File: config.mk
export PLATFORM = sky130hd
export DESIGN_NAME = voice_allocator
export DESIGN_NICKNAME = d
export VERILOG_FILES = /design/src/rtl/synth_pkg.sv /design/src/rtl/voice_table.sv /design/src/rtl/voice_allocator.sv
export SDC_FILE = /design/constraint.sdc
export NUM_CORES = 1
export LEC_CHECK = 0
export CORE_MARGIN = 1.5
export CORE_UTILIZATION = 66
export DETAILED_ROUTE_END_ITERATION = 6
export GPL_ROUTABILITY_DRIVEN = 0
export GPL_TIMING_DRIVEN = 1
export PLACE_DENSITY = 0.86
export SYNTH_ARGS = -nofsm -noshare
export SYNTH_HDL_FRONTEND = slang
export SYNTH_HIERARCHICAL = 1
export SYNTH_SLANG_ARGS = --single-unit
File: constraint.sdc
create_clock -name clk -period 5.1 [get_ports clk]
set_input_delay 1.53 -clock clk [delete_from_list [all_inputs] [get_ports clk]]
set_output_delay 1.53 -clock clk [all_outputs]
set_load 0.005 [all_outputs]
File: src/rtl/synth_pkg.sv
// Shared definitions for the synth voice path.
// Holds the voice slot count, MIDI note width, the note code that means
// "no voice", and the state encoding of the allocator's event FSM.
package synth_pkg;

  localparam int NBANKS = 10;
  localparam int IDX_W  = 4;
  localparam int MIDI_W = 7;

  localparam logic [MIDI_W-1:0] MIDI_SILENT = 7'h00;

  typedef enum logic [1:0] {
    IDLE   = 2'd0,
    SCAN   = 2'd1,
    COMMIT = 2'd2
  } fsm_state_t;

endpackage

File: src/rtl/voice_table.sv
// Voice slot table: NBANKS entries of {active, note}.
// Ports:
//   clk, rst                 clock, asynchronous active-low clear
//   wr_en/wr_idx/wr_active/wr_note   synchronous write port (allocator COMMIT)
//   scan_idx -> scan_active/scan_note   async read port for the FSM scan
//   rd_idx   -> rd_active/rd_note       async read port for the output stream
//   active_vec               all active bits, for the full flag
module voice_table #(
  parameter int NBANKS = synth_pkg::NBANKS,
  parameter int IDX_W  = synth_pkg::IDX_W
) (
  input  logic                        clk,
  input  logic                        rst,
  input  logic                        wr_en,
  input  logic [IDX_W-1:0]            wr_idx,
  input  logic                        wr_active,
  input  logic [synth_pkg::MIDI_W-1:0] wr_note,
  input  logic [IDX_W-1:0]            scan_idx,
  output logic                        scan_active,
  output logic [synth_pkg::MIDI_W-1:0] scan_note,
  input  logic [IDX_W-1:0]            rd_idx,
  output logic                        rd_active,
  output logic [synth_pkg::MIDI_W-1:0] rd_note,
  output logic [NBANKS-1:0]           active_vec
);
  import synth_pkg::*;

  logic [NBANKS-1:0] active_q;
  logic [MIDI_W-1:0] note_q [NBANKS];

  always_ff @(posedge clk or negedge rst) begin
    if (!rst) begin
      active_q <= '0;
      for (int k = 0; k < NBANKS; k++) note_q[k] <= MIDI_SILENT;
    end else if (wr_en) begin
      active_q[wr_idx] <= wr_active;
      note_q[wr_idx]   <= wr_note;
    end
  end

  // Reads see the pre-write contents on the edge a write lands.
  assign scan_active = active_q[scan_idx];
  assign scan_note   = note_q[scan_idx];
  assign rd_active   = active_q[rd_idx];
  assign rd_note     = note_q[rd_idx];
  assign active_vec  = active_q;

endmodule

File: src/rtl/voice_allocator.sv
// Voice allocator: maps MIDI note-on/off events to NBANKS voice slots and
// streams one slot per clk_en period, in the phase bank's round-robin order.
// Ports:
//   clk, rst        clock, asynchronous active-low reset
//   clk_en          sample-rate enable, advances the slot stream
//   i_valid/i_on/i_note   event request (on/off, note number)
//   o_ready         event accepted when i_valid && o_ready
//   o_drop          one-clk pulse: note-on rejected, no free slot
//   o_full          all slots active
//   o_midi/o_slot   note and index of the slot currently presented
module voice_allocator #(
  parameter int NBANKS = synth_pkg::NBANKS,
  parameter int IDX_W  = synth_pkg::IDX_W
) (
  input  logic                        clk,
  input  logic                        rst,
  input  logic                        clk_en,
  input  logic                        i_valid,
  input  logic                        i_on,
  input  logic [synth_pkg::MIDI_W-1:0] i_note,
  output logic                        o_ready,
  output logic                        o_drop,
  output logic                        o_full,
  output logic [synth_pkg::MIDI_W-1:0] o_midi,
  output logic [IDX_W-1:0]            o_slot
);
  import synth_pkg::*;

  localparam logic [IDX_W-1:0] LAST = IDX_W'(NBANKS - 1);

  fsm_state_t        state;
  logic              on_q;
  logic [MIDI_W-1:0] note_q;
  logic [IDX_W-1:0]  scan_idx, match_idx, free_idx, rd_idx;
  logic              match_found, free_found;

  logic              scan_active, rd_active;
  logic [MIDI_W-1:0] scan_note, rd_note;
  logic [NBANKS-1:0] active_vec;

  logic              hit, vacant, match_nxt, free_nxt;
  logic              wr_en, wr_active;
  logic [IDX_W-1:0]  wr_idx;
  logic [MIDI_W-1:0] wr_note;

  voice_table #(.NBANKS(NBANKS), .IDX_W(IDX_W)) u_table (
    .clk        (clk),
    .rst        (rst),
    .wr_en      (wr_en),
    .wr_idx     (wr_idx),
    .wr_active  (wr_active),
    .wr_note    (wr_note),
    .scan_idx   (scan_idx),
    .scan_active(scan_active),
    .scan_note  (scan_note),
    .rd_idx     (rd_idx),
    .rd_active  (rd_active),
    .rd_note    (rd_note),
    .active_vec (active_vec)
  );

  // Scan results including the slot under inspection this cycle; used so the
  // drop decision is ready on the edge that enters COMMIT.
  assign hit       = scan_active && (scan_note == note_q);
  assign vacant    = !scan_active;
  assign match_nxt = match_found || hit;
  assign free_nxt  = free_found || vacant;

  always_comb begin
    wr_en     = 1'b0;
    wr_idx    = match_idx;
    wr_active = 1'b0;
    wr_note   = MIDI_SILENT;
    if (state == COMMIT) begin
      if (on_q) begin
        // Retriggers are ignored; a new note takes the lowest free slot.
        if (!match_found && free_found) begin
          wr_en     = 1'b1;
          wr_idx    = free_idx;
          wr_active = 1'b1;
          wr_note   = note_q;
        end
      end else if (match_found) begin
        wr_en = 1'b1;
      end
    end
  end

  // Event FSM control
  always_ff @(posedge clk or negedge rst) begin
    if (!rst) begin
      state       <= IDLE;
      scan_idx    <= '0;
      match_found <= 1'b0;
      free_found  <= 1'b0;
      o_ready     <= 1'b1;
      o_drop      <= 1'b0;
    end else begin
      o_drop <= 1'b0;
      case (state)
        IDLE: begin
          // A note-0 event is accepted but carries no voice, so it is dropped here.
          if (i_valid && (i_note != MIDI_SILENT)) begin
            scan_idx    <= '0;
            match_found <= 1'b0;
            free_found  <= 1'b0;
            o_ready     <= 1'b0;
            state       <= SCAN;
          end
        end
        SCAN: begin
          match_found <= match_nxt;
          free_found  <= free_nxt;
          if (scan_idx == LAST) begin
            o_drop <= on_q && !match_nxt && !free_nxt;
            state  <= COMMIT;
          end else begin
            scan_idx <= scan_idx + 1'b1;
          end
        end
        COMMIT: begin
          o_ready <= 1'b1;
          state   <= IDLE;
        end
        default: begin
          o_ready <= 1'b1;
          state   <= IDLE;
        end
      endcase
    end
  end

  // Event FSM data: latched event and first-hit slot indices
  always_ff @(posedge clk) begin
    if (state == IDLE && i_valid) begin
      on_q   <= i_on;
      note_q <= i_note;
    end
    if (state == SCAN) begin
      if (hit && !match_found) match_idx <= scan_idx;
      if (vacant && !free_found) free_idx <= scan_idx;
    end
  end

  // Output slot stream and full flag
  always_ff @(posedge clk or negedge rst) begin
    if (!rst) begin
      rd_idx <= '0;
      o_midi <= MIDI_SILENT;
      o_slot <= '0;
      o_full <= 1'b0;
    end else begin
      o_full <= &active_vec;
      if (clk_en) begin
        o_midi <= rd_active ? rd_note : MIDI_SILENT;
        o_slot <= rd_idx;
        rd_idx <= (rd_idx == LAST) ? '0 : rd_idx + 1'b1;
      end
    end
  end

endmodule

; ---- Yosys cells after proc, flatten, opt, wreduce, memory -nomap -nowiden
; Cells that the tools add are included.
[classes]
add_sub_neg = 2
multipliers = 0
n_div = 0
n_lt_le_gt_ge = 8
n_eq_ne = 8
shifts = 0
mux = 42
n_bitwise = 4
n_reduce_logical = 27
[op_table]
columns = cell, n
row1 = bitwise mux 70 bit, 1
row2 = two-way mux 7 bit, 9
row3 = binary-select mux 7 bit (select 4 bit), 2
row4 = demux 7 bit (select 4 bit), 1
row5 = two-way mux 4 bit, 6
row6 = >= comparator 5 bit (second input constant), 3
row7 = less-than comparator 4 x 5 -> 1 bit (second input constant), 3
row8 = inverter 4 -> 5 bit, 3
row9 = two-way mux 1 bit, 12
row10 = bitwise mux 10 bit, 1
row11 = logical AND 1 bit, 10
row12 = AND reduction 10 bit, 1
row13 = AND reduction 2 bit, 5
row14 = adder 4 x 1 -> 4 bit (second input constant), 2
row15 = binary-select mux 1 bit (select 4 bit), 2
row16 = equality test 4 bit (second input constant), 2
row17 = case mux 4 bit (2 select lines), 1
row18 = equality test 7 bit, 1
row19 = nonzero test 7 bit, 1
row20 = inequality test 2 bit (second input constant), 3
row21 = case mux 1 bit (2 select lines), 3
row22 = logical NOT 1 bit, 5
row23 = less-than comparator 5 x 1 -> 1 bit (second input constant), 1
row24 = demux 1 bit (select 4 bit), 1
row25 = other kinds (10), 12
[word_totals]
register_bits = 122
latch_bits = 0
mem_bits_rw = 0
mem_bits_ro = 0
inputBits = 12
output_inout_bits = 14
word_cells = 116
memories = 0

; ---- Logic depth before layout (Yosys ltp)
[depth]
depth_word = 12
depth_mapped = 8
ltp_nobuf = 6

; ---- Modules after synthesis
; Netlist, hierarchy kept.
[modules_own_cells]
columns = module, n_inst, cells_per_inst, area_per_inst_um2, seq_area_each_um2
row1 = voice_table, 1, 325, 4486.8, 2001.9
row2 = voice_allocator, 1, 153, 1864.3, 1132.3

; ---- Worst setup path after synthesis
; Ideal clock, no wire load.
[synth_timing]
path_type = reg-to-reg
start = reg scan_idx[0]
end = reg match_idx[0] (enable)
t_arrival_ps = 2264
slack_ps = 2459
path_stages_with_launch = 8
path_buffers = 1
period_less_slack_ps = 2641
cell_sequence = dfrtp_1 -> buf_6 -> mux4_2 -> o22ai_1 -> o32ai_1 -> xnor2_1 -> nand4_1 -> nor4_1
[synth_via]
elab_chain_len = 8
word_cells_on_any_way = 10
[synth_rtl]
columns = item, line_no
row1 = "start, declared", voice_allocator.sv:34  ; logic [IDX_W-1:0] scan_idx, match_idx, free_idx, rd_idx;
row2 = "start signal, assigned", voice_allocator.sv:118  ; scan_idx <= scan_idx + 1'b1;
row3 = inverter 4 -> 5 bit (implied by the code), voice_table.sv:43  ; assign scan_note = note_q[scan_idx];
row4 = binary-select mux 7 bit (select 4 bit), voice_table.sv:43
row5 = two-way mux 7 bit (implied by the code) (2 in series), voice_table.sv:43
row6 = via scan_note[5], voice_allocator.sv:38  ; logic [MIDI_W-1:0] scan_note, rd_note;
row7 = equality test 7 bit, voice_allocator.sv:64  ; assign hit = scan_active && (scan_note == note_q);
row8 = logical AND 1 bit, voice_allocator.sv:64
row9 = logical AND 1 bit, voice_allocator.sv:140  ; if (hit && !match_found) match_idx <= scan_idx;
row10 = AND reduction 2 bit (no line), n/a
row11 = "end signal, assigned", voice_allocator.sv:140
row12 = "end, declared", voice_allocator.sv:34
; The timed path passes the listed nets, and every way through them passes these cells. The select of a mux whose other input is x is not followed.
; A chain may end at the register's enable or synchronous reset.

; ---- Worst setup path in the final report
[layout_timing]
start = reg scan_idx[0]
end = reg match_idx[3] (enable)
[layout_via]
word_cells_on_any_way = 10
[layout_rtl]
columns = item, line_no
row1 = binary-select mux 1 bit (select 4 bit), voice_table.sv:42  ; assign scan_active = active_q[scan_idx];
row2 = two-way mux 1 bit (implied by the code), voice_table.sv:42
row3 = via scan_active, voice_allocator.sv:37  ; logic scan_active, rd_active;
row4 = logical AND 1 bit, voice_allocator.sv:64
row5 = logical AND 1 bit, voice_allocator.sv:140
row6 = AND reduction 2 bit (no line), n/a
; The timed path passes the listed nets, and every way through them passes these cells. The select of a mux whose other input is x is not followed.

==> summary.md <==
| Metric | Value |
|---|---|
| Final antenna-violating net count | `0` |
| Syn Nets | `492` |
| Setup Fix Bufs, Post-CTS | `0` |
| Crit path max fanout | `47` |
| Startpoint types | `flip-flop` |
| Worst skew pair latency | `530 ps` |
| Fmax | `288 MHz` |
| Data arrival, critical path | `3630 ps` |
| Fin crit period | `3480 ps` |
| P per Cell Area | `451 mW/mm^2` |
| Reg2reg start | `scan_idx[0]` |
| Setup Skew | `6.21 ps` |
| Buffers and inverters on the worst path | `0` |
| Pre-antenna DRT Iters | `7` |
| Initial antenna violation count | `0` |
| Period utilization | `0.682` |
| Max IR drop VDD | `0.514 mV` |
| Hold_buf cts | `0` |
| Overflow after GRT | `0` |
| Die Height | `101 um` |
| Most frequent cells in the layout | `103 x dfrtp_1, 80 x mux2_2, 24 x clkdlybuf4s50_1` |
| Post-synth EDFFs | `16` |
| Hold WS | `488 ps` |
| Core area | `0.00928 mm^2` |
| Synthesized flop and latch total | `122` |
| Critical Path Start | `scan_idx[0]` |
| Post-route DRC | `0` |
| Total number of vias | `4315` |
| Ys async rst share | `0.869` |
| Reg2reg setup slack | `1620 ps` |
| CTS max path bufs | `2` |
| Final HPWL from detailed placement | `10000 um` |
| Slew Limit Fails | `0` |
| Met1 Usage GRT | `0.444` |
| Setup crit end kind | `flip-flop` |
| Required time worst endpoint | `5260 ps` |
| CTS Sinks | `122` |
| RSZ-0062 raised after global routing | `false` |
| WL/cell | `24.0 um` |
| Worst path max stage delay | `1040 ps` |
| Num CTS Buffers | `17` |
| Cell variety after synth | `49` |
| Syn Area/Cell | `13.3 um^2` |
| Synth warn | `6` |
| Gate Count Post-Synth | `478` |
| Final Setup Violations | `0` |
| Critical Path, Cell by Cell | `mux4_2 > o22ai_1 > o32ai_1 > nand4_1 > nor4_1` |
| Nets | `506` |
| Setup TNS | `0 ps` |
| Critical Path Slowest Stage Cell | `dfrtp_2` |
| Most Crowded Layer GR | `met2` |
| Top_reg_cell synth | `dfrtp_1` |
| GR Util All Layers | `0.325` |
| Initial Util | `0.684` |
| Max cap viols | `0` |
| CTS H-tree depth | `4` |
| LEAKAGE | `3.15 nW` |
| Largest net degree at the start of global routing | `48` |
| DIE AREA | `0.0102 mm^2` |
| Layout cell share with drive strength beyond 1 | `0.325` |
| TritonCTS clock tree | `done` |
| Synthesized area | `0.00635 mm^2` |
| Relative slew slack | `0.297` |
| Min-delay worst type | `flip-flop to flip-flop` |
| Vias/cell | `6.81` |
| ANT cells | `0` |
| M2 GR Usage | `0.496` |
| Post_cts resized | `0` |
| Initial DRC Count | `428` |
| Hold Crit Start | `o_slot[1]` |
| Chip Width | `101 um` |
| Area growth syn-to-layout | `13.1%` |
| Number of global-route vias before repair | `4272` |
| Final Hold Viols | `0` |
| GR Util met3 | `0.0825` |
| IO Port Bufs | `25` |
| Total Wirelength | `15200 um` |
| Clock root cell | `clkbuf_8` |
| Row Count | `35` |
| Classification of the worst setup path | `flip-flop to flip-flop` |
| # IOs | `26` |
| First-pass GRT wire length | `24300 um` |
| Most common cell after layout, fill and taps aside | `dfrtp_1` |
| Clk slew on worst S/H paths | `60 ps` |
| Sequential-to-total area share from yosys stat | `0.493` |
| Slew at the pin closest to its max-slew limit | `1060 ps` |
| Status | `finished, final reports clean` |
| Crit-path leading delay family | `flip-flops` |
[cell usage after synthesis, types with 4 or more instances]
library cell | n | area [um^2]
a211oi_1 | 16 | 120
nor2_1 | 7 | 26.3
inv_1 | 12 | 45.0
buf_1 | 10 | 37.5
clkbuf_1 | 6 | 22.5
mux2_2 | 80 | 901
nand3b_1 | 4 | 30.0
buf_6 | 10 | 113
nor2b_1 | 18 | 113
nor3_1 | 4 | 20.0
a21oi_1 | 5 | 25.0
and2_1 | 7 | 43.8
nand2_1 | 10 | 37.5
dfrtp_1 | 105 | 2630
nand4_1 | 4 | 25.0
xnor2_1 | 8 | 70.1
mux2_4 | 18 | 270
o21ai_0 | 12 | 60.1
o32ai_1 | 17 | 149
buf_2 | 4 | 20.0
edfxtp_1 | 16 | 480
nand3_1 | 10 | 50.1
mux4_2 | 14 | 315
o22ai_1 | 17 | 106
mux2_1 | 5 | 56.3
mux2i_1 | 16 | 160
nand2b_1 | 7 | 43.8
nor2_2 | 4 | 25.0
or3_1 | 4 | 25.0
[sequential cells by signal (all words and copies together), names as in the netlist]
register / flops
note_q: 7
u_table/active_vec: 10
free_found: 1
rd_idx: 4
free_idx: 4
match_idx: 4
o_midi: 7
u_table/note_q: 70
on_q: 1
o_ready: 1
o_slot: 4
o_full: 1
o_drop: 1
scan_idx: 4
match_found: 1
state: 2
[layout make-up]
cell class	count	area [um^2]
inverters	12	45.0
fillers	534	2100
flip-flops and latches	122	3140
well taps	129	161
clock buffers	17	414
clock inverters	15	200
repair buffers	28	270
multi-input cells	311	2960
[worst paths after layout]
check / endpoint / cells after the start
max: match_idx[3] / 5
min: o_slot[1] / 1
max reg2reg: match_idx[3] / 5
min reg2reg: o_slot[1] / 1
max in group asynchronous: scan_idx[0] / 2
min in group asynchronous: u_table/note_q[33] / 1
[through the flow]
stage | util | cell area (um^2) | worst slack (ps) | total power, W | cells
floorplan | - | 6350 | 2460 | 0.00181 | 478
global placement | 0.708 | 6570 | 1870 | 0.00197 | 602
detailed placement | 0.708 | 6570 | 1750 | 0.00199 | 602
CTS | 0.774 | 7180 | 1670 | 0.00324 | 634
global route | 0.774 | 7180 | 1390 | 0.00337 | 634
finish | 0.774 | 7180 | 1620 | 0.00324 | 634
[power by group]
part | total (W) | internal, W | switching, W
logic | 0.000679 | 0.000334 | 0.000345
registers | 0.00132 | 0.00109 | 0.000239
clock network | 0.00124 | 0.000793 | 0.000447
[logic make-up after synthesis]
logic type      after synthesis  synth area share
mux                         135             0.276
compound gates               73            0.0808
simple gates                 92            0.0920
flops                       122             0.493
fa+ha+maj                     2           0.00394
xor+xnor                      9            0.0124
buf+inv                      45            0.0410
[per-layer routing]
metal / part of all wire / wire length, um
met4: 0.027 / 415
met3: 0.084 / 1270
met1: 0.41 / 6190
met2: 0.48 / 7270
met5: 0.0025 / 38
Power figures use the tool's default switching activity.
